### src/rtl/pp_tree_16x64.sv
// pp_tree_16x64
//   Wallace-tree carry-save compressor for the single-cycle multiplier datapath.
//   Sixteen WIDTH-bit partial-product rows are reduced by six levels of 3:2
//   full-adder compressors (16 -> 11 -> 8 -> 6 -> 4 -> 3 -> 2 rows) to one
//   redundant SUM/CARRY pair, which is registered once. The pair satisfies
//     (SUM + (CARRY << 1)) mod 2^WIDTH == (P0 + ... + P15) mod 2^WIDTH
//   for the operand set captured on the previous rising edge.
//
// Ports
//   clk        in   1      Rising-edge clock.
//   rst        in   1      Asynchronous reset, active-high; clears outputs at once.
//   in_valid   in   1      P0..P15 carry a valid operand set this cycle.
//   P0..P15    in   WIDTH  Partial-product rows, pre-aligned by the generator.
//   out_valid  out  1      in_valid delayed by one clock.
//   SUM        out  WIDTH  Redundant sum vector.
//   CARRY      out  WIDTH  Redundant carry vector, stored unshifted.

module pp_tree_16x64 #(
  parameter int unsigned WIDTH = 64
) (
  input  logic             clk,
  input  logic             rst,
  input  logic             in_valid,
  input  logic [WIDTH-1:0] P0,
  input  logic [WIDTH-1:0] P1,
  input  logic [WIDTH-1:0] P2,
  input  logic [WIDTH-1:0] P3,
  input  logic [WIDTH-1:0] P4,
  input  logic [WIDTH-1:0] P5,
  input  logic [WIDTH-1:0] P6,
  input  logic [WIDTH-1:0] P7,
  input  logic [WIDTH-1:0] P8,
  input  logic [WIDTH-1:0] P9,
  input  logic [WIDTH-1:0] P10,
  input  logic [WIDTH-1:0] P11,
  input  logic [WIDTH-1:0] P12,
  input  logic [WIDTH-1:0] P13,
  input  logic [WIDTH-1:0] P14,
  input  logic [WIDTH-1:0] P15,
  output logic             out_valid,
  output logic [WIDTH-1:0] SUM,
  output logic [WIDTH-1:0] CARRY
);

  // ---------------------------------------------------------------------------
  // 3:2 compressor primitives
  // ---------------------------------------------------------------------------

  // Bitwise sum of a full-adder row.
  function automatic logic [WIDTH-1:0] csa_sum(input logic [WIDTH-1:0] a,
                                               input logic [WIDTH-1:0] b,
                                               input logic [WIDTH-1:0] c);
    return a ^ b ^ c;
  endfunction

  // Bitwise majority (carry) of a full-adder row, unshifted.
  function automatic logic [WIDTH-1:0] csa_maj(input logic [WIDTH-1:0] a,
                                               input logic [WIDTH-1:0] b,
                                               input logic [WIDTH-1:0] c);
    return (a & b) | (a & c) | (b & c);
  endfunction

  // Carry row aligned for the next level: weight doubles, LSB fills with 0 and
  // the carry out of the top bit is dropped (modulo 2^WIDTH arithmetic).
  function automatic logic [WIDTH-1:0] csa_cy(input logic [WIDTH-1:0] a,
                                              input logic [WIDTH-1:0] b,
                                              input logic [WIDTH-1:0] c);
    logic [WIDTH-1:0] maj;
    maj = csa_maj(a, b, c);
    return maj << 1;
  endfunction

  // ---------------------------------------------------------------------------
  // Reduction levels
  // ---------------------------------------------------------------------------

  logic [WIDTH-1:0] l1 [11];
  logic [WIDTH-1:0] l2 [8];
  logic [WIDTH-1:0] l3 [6];
  logic [WIDTH-1:0] l4 [4];
  logic [WIDTH-1:0] l5 [3];

  logic [WIDTH-1:0] sum_d,   sum_q;
  logic [WIDTH-1:0] carry_d, carry_q;
  logic             valid_d, valid_q;

  // Level 1: 16 -> 11. Five compressors consume P0..P14; P15 passes through.
  always_comb begin
    l1[0]  = csa_sum(P0,  P1,  P2);
    l1[1]  = csa_cy (P0,  P1,  P2);
    l1[2]  = csa_sum(P3,  P4,  P5);
    l1[3]  = csa_cy (P3,  P4,  P5);
    l1[4]  = csa_sum(P6,  P7,  P8);
    l1[5]  = csa_cy (P6,  P7,  P8);
    l1[6]  = csa_sum(P9,  P10, P11);
    l1[7]  = csa_cy (P9,  P10, P11);
    l1[8]  = csa_sum(P12, P13, P14);
    l1[9]  = csa_cy (P12, P13, P14);
    l1[10] = P15;
  end

  // Level 2: 11 -> 8. Three compressors, two rows pass through.
  always_comb begin
    l2[0] = csa_sum(l1[0], l1[1], l1[2]);
    l2[1] = csa_cy (l1[0], l1[1], l1[2]);
    l2[2] = csa_sum(l1[3], l1[4], l1[5]);
    l2[3] = csa_cy (l1[3], l1[4], l1[5]);
    l2[4] = csa_sum(l1[6], l1[7], l1[8]);
    l2[5] = csa_cy (l1[6], l1[7], l1[8]);
    l2[6] = l1[9];
    l2[7] = l1[10];
  end

  // Level 3: 8 -> 6. Two compressors, two rows pass through.
  always_comb begin
    l3[0] = csa_sum(l2[0], l2[1], l2[2]);
    l3[1] = csa_cy (l2[0], l2[1], l2[2]);
    l3[2] = csa_sum(l2[3], l2[4], l2[5]);
    l3[3] = csa_cy (l2[3], l2[4], l2[5]);
    l3[4] = l2[6];
    l3[5] = l2[7];
  end

  // Level 4: 6 -> 4. Two compressors, nothing left over.
  always_comb begin
    l4[0] = csa_sum(l3[0], l3[1], l3[2]);
    l4[1] = csa_cy (l3[0], l3[1], l3[2]);
    l4[2] = csa_sum(l3[3], l3[4], l3[5]);
    l4[3] = csa_cy (l3[3], l3[4], l3[5]);
  end

  // Level 5: 4 -> 3. One compressor, one row passes through.
  always_comb begin
    l5[0] = csa_sum(l4[0], l4[1], l4[2]);
    l5[1] = csa_cy (l4[0], l4[1], l4[2]);
    l5[2] = l4[3];
  end

  // Level 6: 3 -> 2. The final carry row is kept unshifted; the consumer
  // applies the shift, so its top bit is don't-care downstream.
  always_comb begin
    sum_d   = csa_sum(l5[0], l5[1], l5[2]);
    carry_d = csa_maj(l5[0], l5[1], l5[2]);
    valid_d = in_valid;
  end

  // ---------------------------------------------------------------------------
  // Output register: the only state in the block.
  // ---------------------------------------------------------------------------

  always_ff @(posedge clk or posedge rst) begin
    if (rst) begin
      sum_q   <= '0;
      carry_q <= '0;
      valid_q <= 1'b0;
    end else begin
      sum_q   <= sum_d;
      carry_q <= carry_d;
      valid_q <= valid_d;
    end
  end

  assign SUM       = sum_q;
  assign CARRY     = carry_q;
  assign out_valid = valid_q;

endmodule

### config.mk
export PLATFORM = sky130hd
export DESIGN_NAME = pp_tree_16x64
export DESIGN_NICKNAME = d
export VERILOG_FILES = /design/src/rtl/pp_tree_16x64.sv
export SDC_FILE = /design/constraint.sdc
export NUM_CORES = 2
export LEC_CHECK = 0
export BUFFER_PORTS_ARGS = -buffer_cell sky130_fd_sc_hd__buf_4
export CELL_PAD_IN_SITES_DETAIL_PLACEMENT = 0
export CELL_PAD_IN_SITES_GLOBAL_PLACEMENT = 1
export CORE_AREA = 2 2 448 450
export DETAILED_ROUTE_END_ITERATION = 10
export DIE_AREA = 0 0 450 452
export PLACE_DENSITY = 0.37
export SETUP_SLACK_MARGIN = 0.4
export SYNTH_ARGS = -nofsm -noshare
export SYNTH_HDL_FRONTEND = slang
export SYNTH_SLANG_ARGS = --single-unit
### constraint.sdc
create_clock -name clk -period 5.4 [get_ports clk]
set_clock_uncertainty 0.2 [all_clocks]
set_input_delay 0.81 -clock clk [delete_from_list [all_inputs] [get_ports clk]]
set_output_delay 0.81 -clock clk [all_outputs]
set_load 0.005 [all_outputs]
* Yosys cells after proc, flatten, opt, wreduce, memory -nomap -nowiden *
Index checks and enable logic that the tools add are counted.

operators by class
  muxes and demuxes = 0
  equal/unequal tests = 0
  order comparisons = 0
  bitwise operators = 98
  divide/modulo/power cells = 0
  reductions and logical operators = 0
  add/subtract/negate cells = 0
  multipliers = 0
  shift operators = 0

operators by type and width
  cell            count
  $and 63x63->63  39
  $xor 64x64->64  28
  $or 63x63->63   26
  $and 64x64->64  3
  $or 64x64->64   2

word-level totals
  bits in read-only memories = 0
  latch bits = 0
  flip-flop bits (word level) = 129
  memories = 0
  memory bits (writable) = 0

* Logic depth before layout (Yosys ltp) *
  depth in word-level cells = 18
  mapped depth = 12

* Least setup slack after synthesis *
Ideal clock, no wire load.

  path kind = input-to-reg
  from = input P6[62]
  to = register sum_q[63] (netlist: SUM[63])
  cell stages on the path = 12
  data arrival time = 4.135 ns
  slack = 0.930 ns
  path through = fa_1 inv_1 fa_1 inv_1 fa_1 inv_1 fa_1 xnor2_1 xnor2_1 xnor2_1 xnor3_1 fa_1

between the ends
  longest elaborated chain between the ends = 13

ends and longest elaborated chain
  item                            RTL line  source
  start: declaration              30        input logic [WIDTH-1:0] P6,
  $xor 64x64->64 (4 in series)    53        return a ^ b ^ c;
  $and 63x63->63                  60        return (a & b) | (a & c) | (b & c);
  $or 63x63->63 (2 in series)     60
  $xor 64x64->64 (4 in series)    53
  $xor 64x64->64 * (2 in series)  53
  via sum_d[63]                   83        logic [WIDTH-1:0] sum_d, sum_q;
  end signal: assignment          157       sum_q <= sum_d;
  end: declaration                83

Mark *: on every way through the listed nets, which the timed path passes. The rest lies on a longest branch.

* Worst setup path after layout *
  from = input P9[15]
  to = register sum_q[16] (netlist: SUM[16])

between the ends
  longest elaborated chain between the ends = 13

ends and longest elaborated chain
  item                            RTL line  source
  start: declaration              33        input logic [WIDTH-1:0] P9,
  $xor 64x64->64 (6 in series)    53
  $and 63x63->63                  60
  $or 63x63->63 (2 in series)     60
  $xor 64x64->64 (2 in series)    53
  $xor 64x64->64 * (2 in series)  53
  via sum_d[16]                   83

Marked as above.

==> summary.md <==
| Metric | Value |
|---|---|
| Remaining DRCs | 0 |
| Total wire length | ~130000 µm |
| Setup ws final | just under 1 ns |
| Max-Cap Viols | 0 |
| Synth area leaders | fa_1, inv_1, dfrtp_1 |
| CP max stage cell | fa_1 |
| Critical path peak fanout | 1 |
| Slowest stage delay, CP | about 0.73 ns |
| Die Y | roughly 450 µm |
| Final setup fails | 0 |
| Pwr/cell area | ~460 nW/µm² |
| Sequential fraction of the synthesis area | 0.127 |
| Worst Setup SP | P9[15] |
| Actual slew at the worst max-slew pin | approximately 0.67 ns |
| Post-synth top area share | 0.692 |
| Max Freq | ~230 MHz |
| Post-synth cell types | 10 |
| Busiest grt layer | met2 |
| Crit path arrival time | 4.62 ns |
| DRT Pass-1 Iters | 4 |
| RSZ-0062 raised after global routing | false |
| Crit path cell chain | buf_4 -> fa_1 -> inv_1 -> fa_1 -> inv_1 -> fa_1 -> inv_1 -> fa_1 -> fa_1 -> inv_1 -> fa_1 |
| Worst endpoint required time | ~5.6 ns |
| Level count of the clock H-tree | 4 |
| Setup WS pre-CTS | approximately 0.14 ns |
| P&R area growth vs syn | 50.2% |
| Int Power | a little under 0.009 W |
| Minimum clock period | roughly 4.4 ns |
| Crit end category | flop |
| Clock Tree Root | clkbuf_16 |
| Net Sw Power | 0.00860 W |
| Clock network power share | 0.079 |
| Vias in the first global route | about 22000 |
| Synth warn | 0 |
| I/O pin total | approximately 1200 |
| Clock transition at the registers of the reported paths | 0.07 ns |
| Final non-filler cell total | around 6000 |
| All-layer global routing usage | 0.126 |
| Final Cycle Share | 0.820 |
| CTS Buffer Depth | 2 |
| Input/output buffers | approximately 1200 |
| Post-route ant nets | 0 |
| Met1 usage | 0.117 |
| Cell Rows | roughly 160 |
| CTS buffer count | 17 |
| Largest net degree at the start of global routing | 70 |
| Combinational power share | 0.802 |
| Sw Ratio | 0.495 |
| Syn_area_per_cell | ~12 µm² |
| Starting density of the core | 0.127 |
| Mapped cell area | around 25000 µm² |
| Max VDD drop | between 200 and 300 µV |
| #FFs+latches synth | 128 |
| M3 GR Usage | 0.0349 |
| First-pass GRT wire length | 173000 µm |
| Setup tns final | 0 ns |
| Cells after synthesis | 2157 |
| Hold Crit Class | in2async |
| Outcome | finished, final reports clean |
| Syn Nets | between 4000 and 5000 |
| CTS tree | yes |
| Routability cong. | between 0.8 and 0.9 |
| Dpl cells | ~6000 |
| CTS resizes | 0 |
| P_leak | approximately 20 nW |
| Met2 Resource Use GR | 0.262 |
| Setup CP Type | in2reg |
| Nets | 5237 |
| Register share of total power | 0.119 |
| CORE AREA | around 200000 µm² |
| Crit path to | SUM[16] |
| Worst path most repeated cell | fa_1 |
| Fin util | 0.191 |
| Overflow after GRT | 0 |
| Fin Hold WS | between 0.09 and 0.1 ns |
| Wire per inst | between 20 and 25 µm |
| Cell taking the most area after synthesis | fa_1 |
| Vias | approximately 17000 |
| Final Hold Viols | 0 |
| Max_slew headroom | 0.553 |
| DP Wirelength | about 120000 µm |
| Die W | about 450 µm |
| Via density | roughly 2.9 |
| CP Launch Type | input pin |
| Hold bufs inserted after CTS | 0 |
| Layout cells sized above 1 | 0.356 |
| Initial antenna violation count | 23 |
| DRT iter0 DRCs | ~380 |
| Fin. max-slew vios | 0 |
| Clk sink count | about 130 |
| Setup bufs post-CTS | 0 |
| Die area | roughly 200000 µm² |
-- flip-flops by register name, indices dropped and copies added, names as in the netlist --
name       cells
CARRY         63
out_valid      1
SUM           64
-- power groups by stage --
stage                     Sequential (W)  Clock [W]  Combinational [W]
final                            0.00207    0.00137             0.0140
after global routing             0.00213    0.00151             0.0167
after CTS                        0.00211    0.00147             0.0151
after detailed placement         0.00211          0             0.0149
after global placement           0.00212          0             0.0150
after floorplan                  0.00206          0            0.00789
-- layer usage --
metal | routed length, µm | part of all wire | up-vias
li1 | - | - | 7728
met1 | 39100 | 0.31 | 8804
met2 | 76900 | 0.61 | 613
met3 | 7320 | 0.058 | 79
met4 | 2340 | 0.019 | 6
met5 | 44 | 0.00035 | -
-- metrics by stage --
stage / power, W / cell area [µm²]
3_5_place_dp: 0.0170 / 37200
5_1_grt: 0.0204 / 37900
4_1_cts: 0.0187 / 37900
3_3_place_gp: 0.0171 / 37200
6_report: 0.0174 / 37900
2_1_floorplan: 0.00995 / 25200
-- cell usage in the layout (no fill, tap or decap) --
cell        count
buf_4        1155
inv_1        1123
fa_1          871
dfrtp_1       128
xnor2_1        18
clkbuf_16      17
diode_2         9
ha_1            8
xor2_1          3
clkbuf_8        3
bufinv_16       3
inv_6           3
clkinv_2        3
xnor3_1         2
clkinvlp_4      2
xnor2_2         1
inv_8           1
conb_1          1
clkinv_4        1
buf_12          1
-- how the worst min path moves through the flow --
| stage | to | cells after the start |
|---|---|---|
| global route | out_valid | 2 |
| finish | out_valid | 2 |
| CTS | out_valid | 2 |
| floorplan | out_valid | 0 |
| detailed placement | out_valid | 2 |
| global placement | out_valid | 2 |
-- kinds of logic after synthesis --
family,after synthesis,share of synthesized area
fa+ha+maj,879,0.695
flops,128,0.127
xor+xnor,24,0.00973
other cells,1,0.000149
buf+inv,1125,0.168
-- synthesized netlist by cell type --
library cell and n:
buf_4 1, conb_1 1, dfrtp_1 128, fa_1 871
ha_1 8, inv_1 1124, xnor2_1 18, xnor2_2 1
xnor3_1 2, xor2_1 3
-- cell type report --
| class | instances | area, µm² |
|---|---|---|
| Timing Repair Buffer | 1156 | 8690 |
| Inverter | 1124 | 4230 |
| Tap cell | 2656 | 3320 |
| Fill cell | 22400 | 161000 |
| Sequential cell | 128 | 3200 |
| Clock buffer | 20 | 467 |
| Clock inverter | 12 | 155 |
| Multi-Input combinational cell | 904 | 17800 |
| Antenna cell | 9 | 22.5 |
-- critical path, delay by kind of cell --
kind / cells / cell delay (ns)
buf+inv: 5 / 0.58
fa+ha+maj: 6 / 3.21
(Power assumes the default switching activity.)
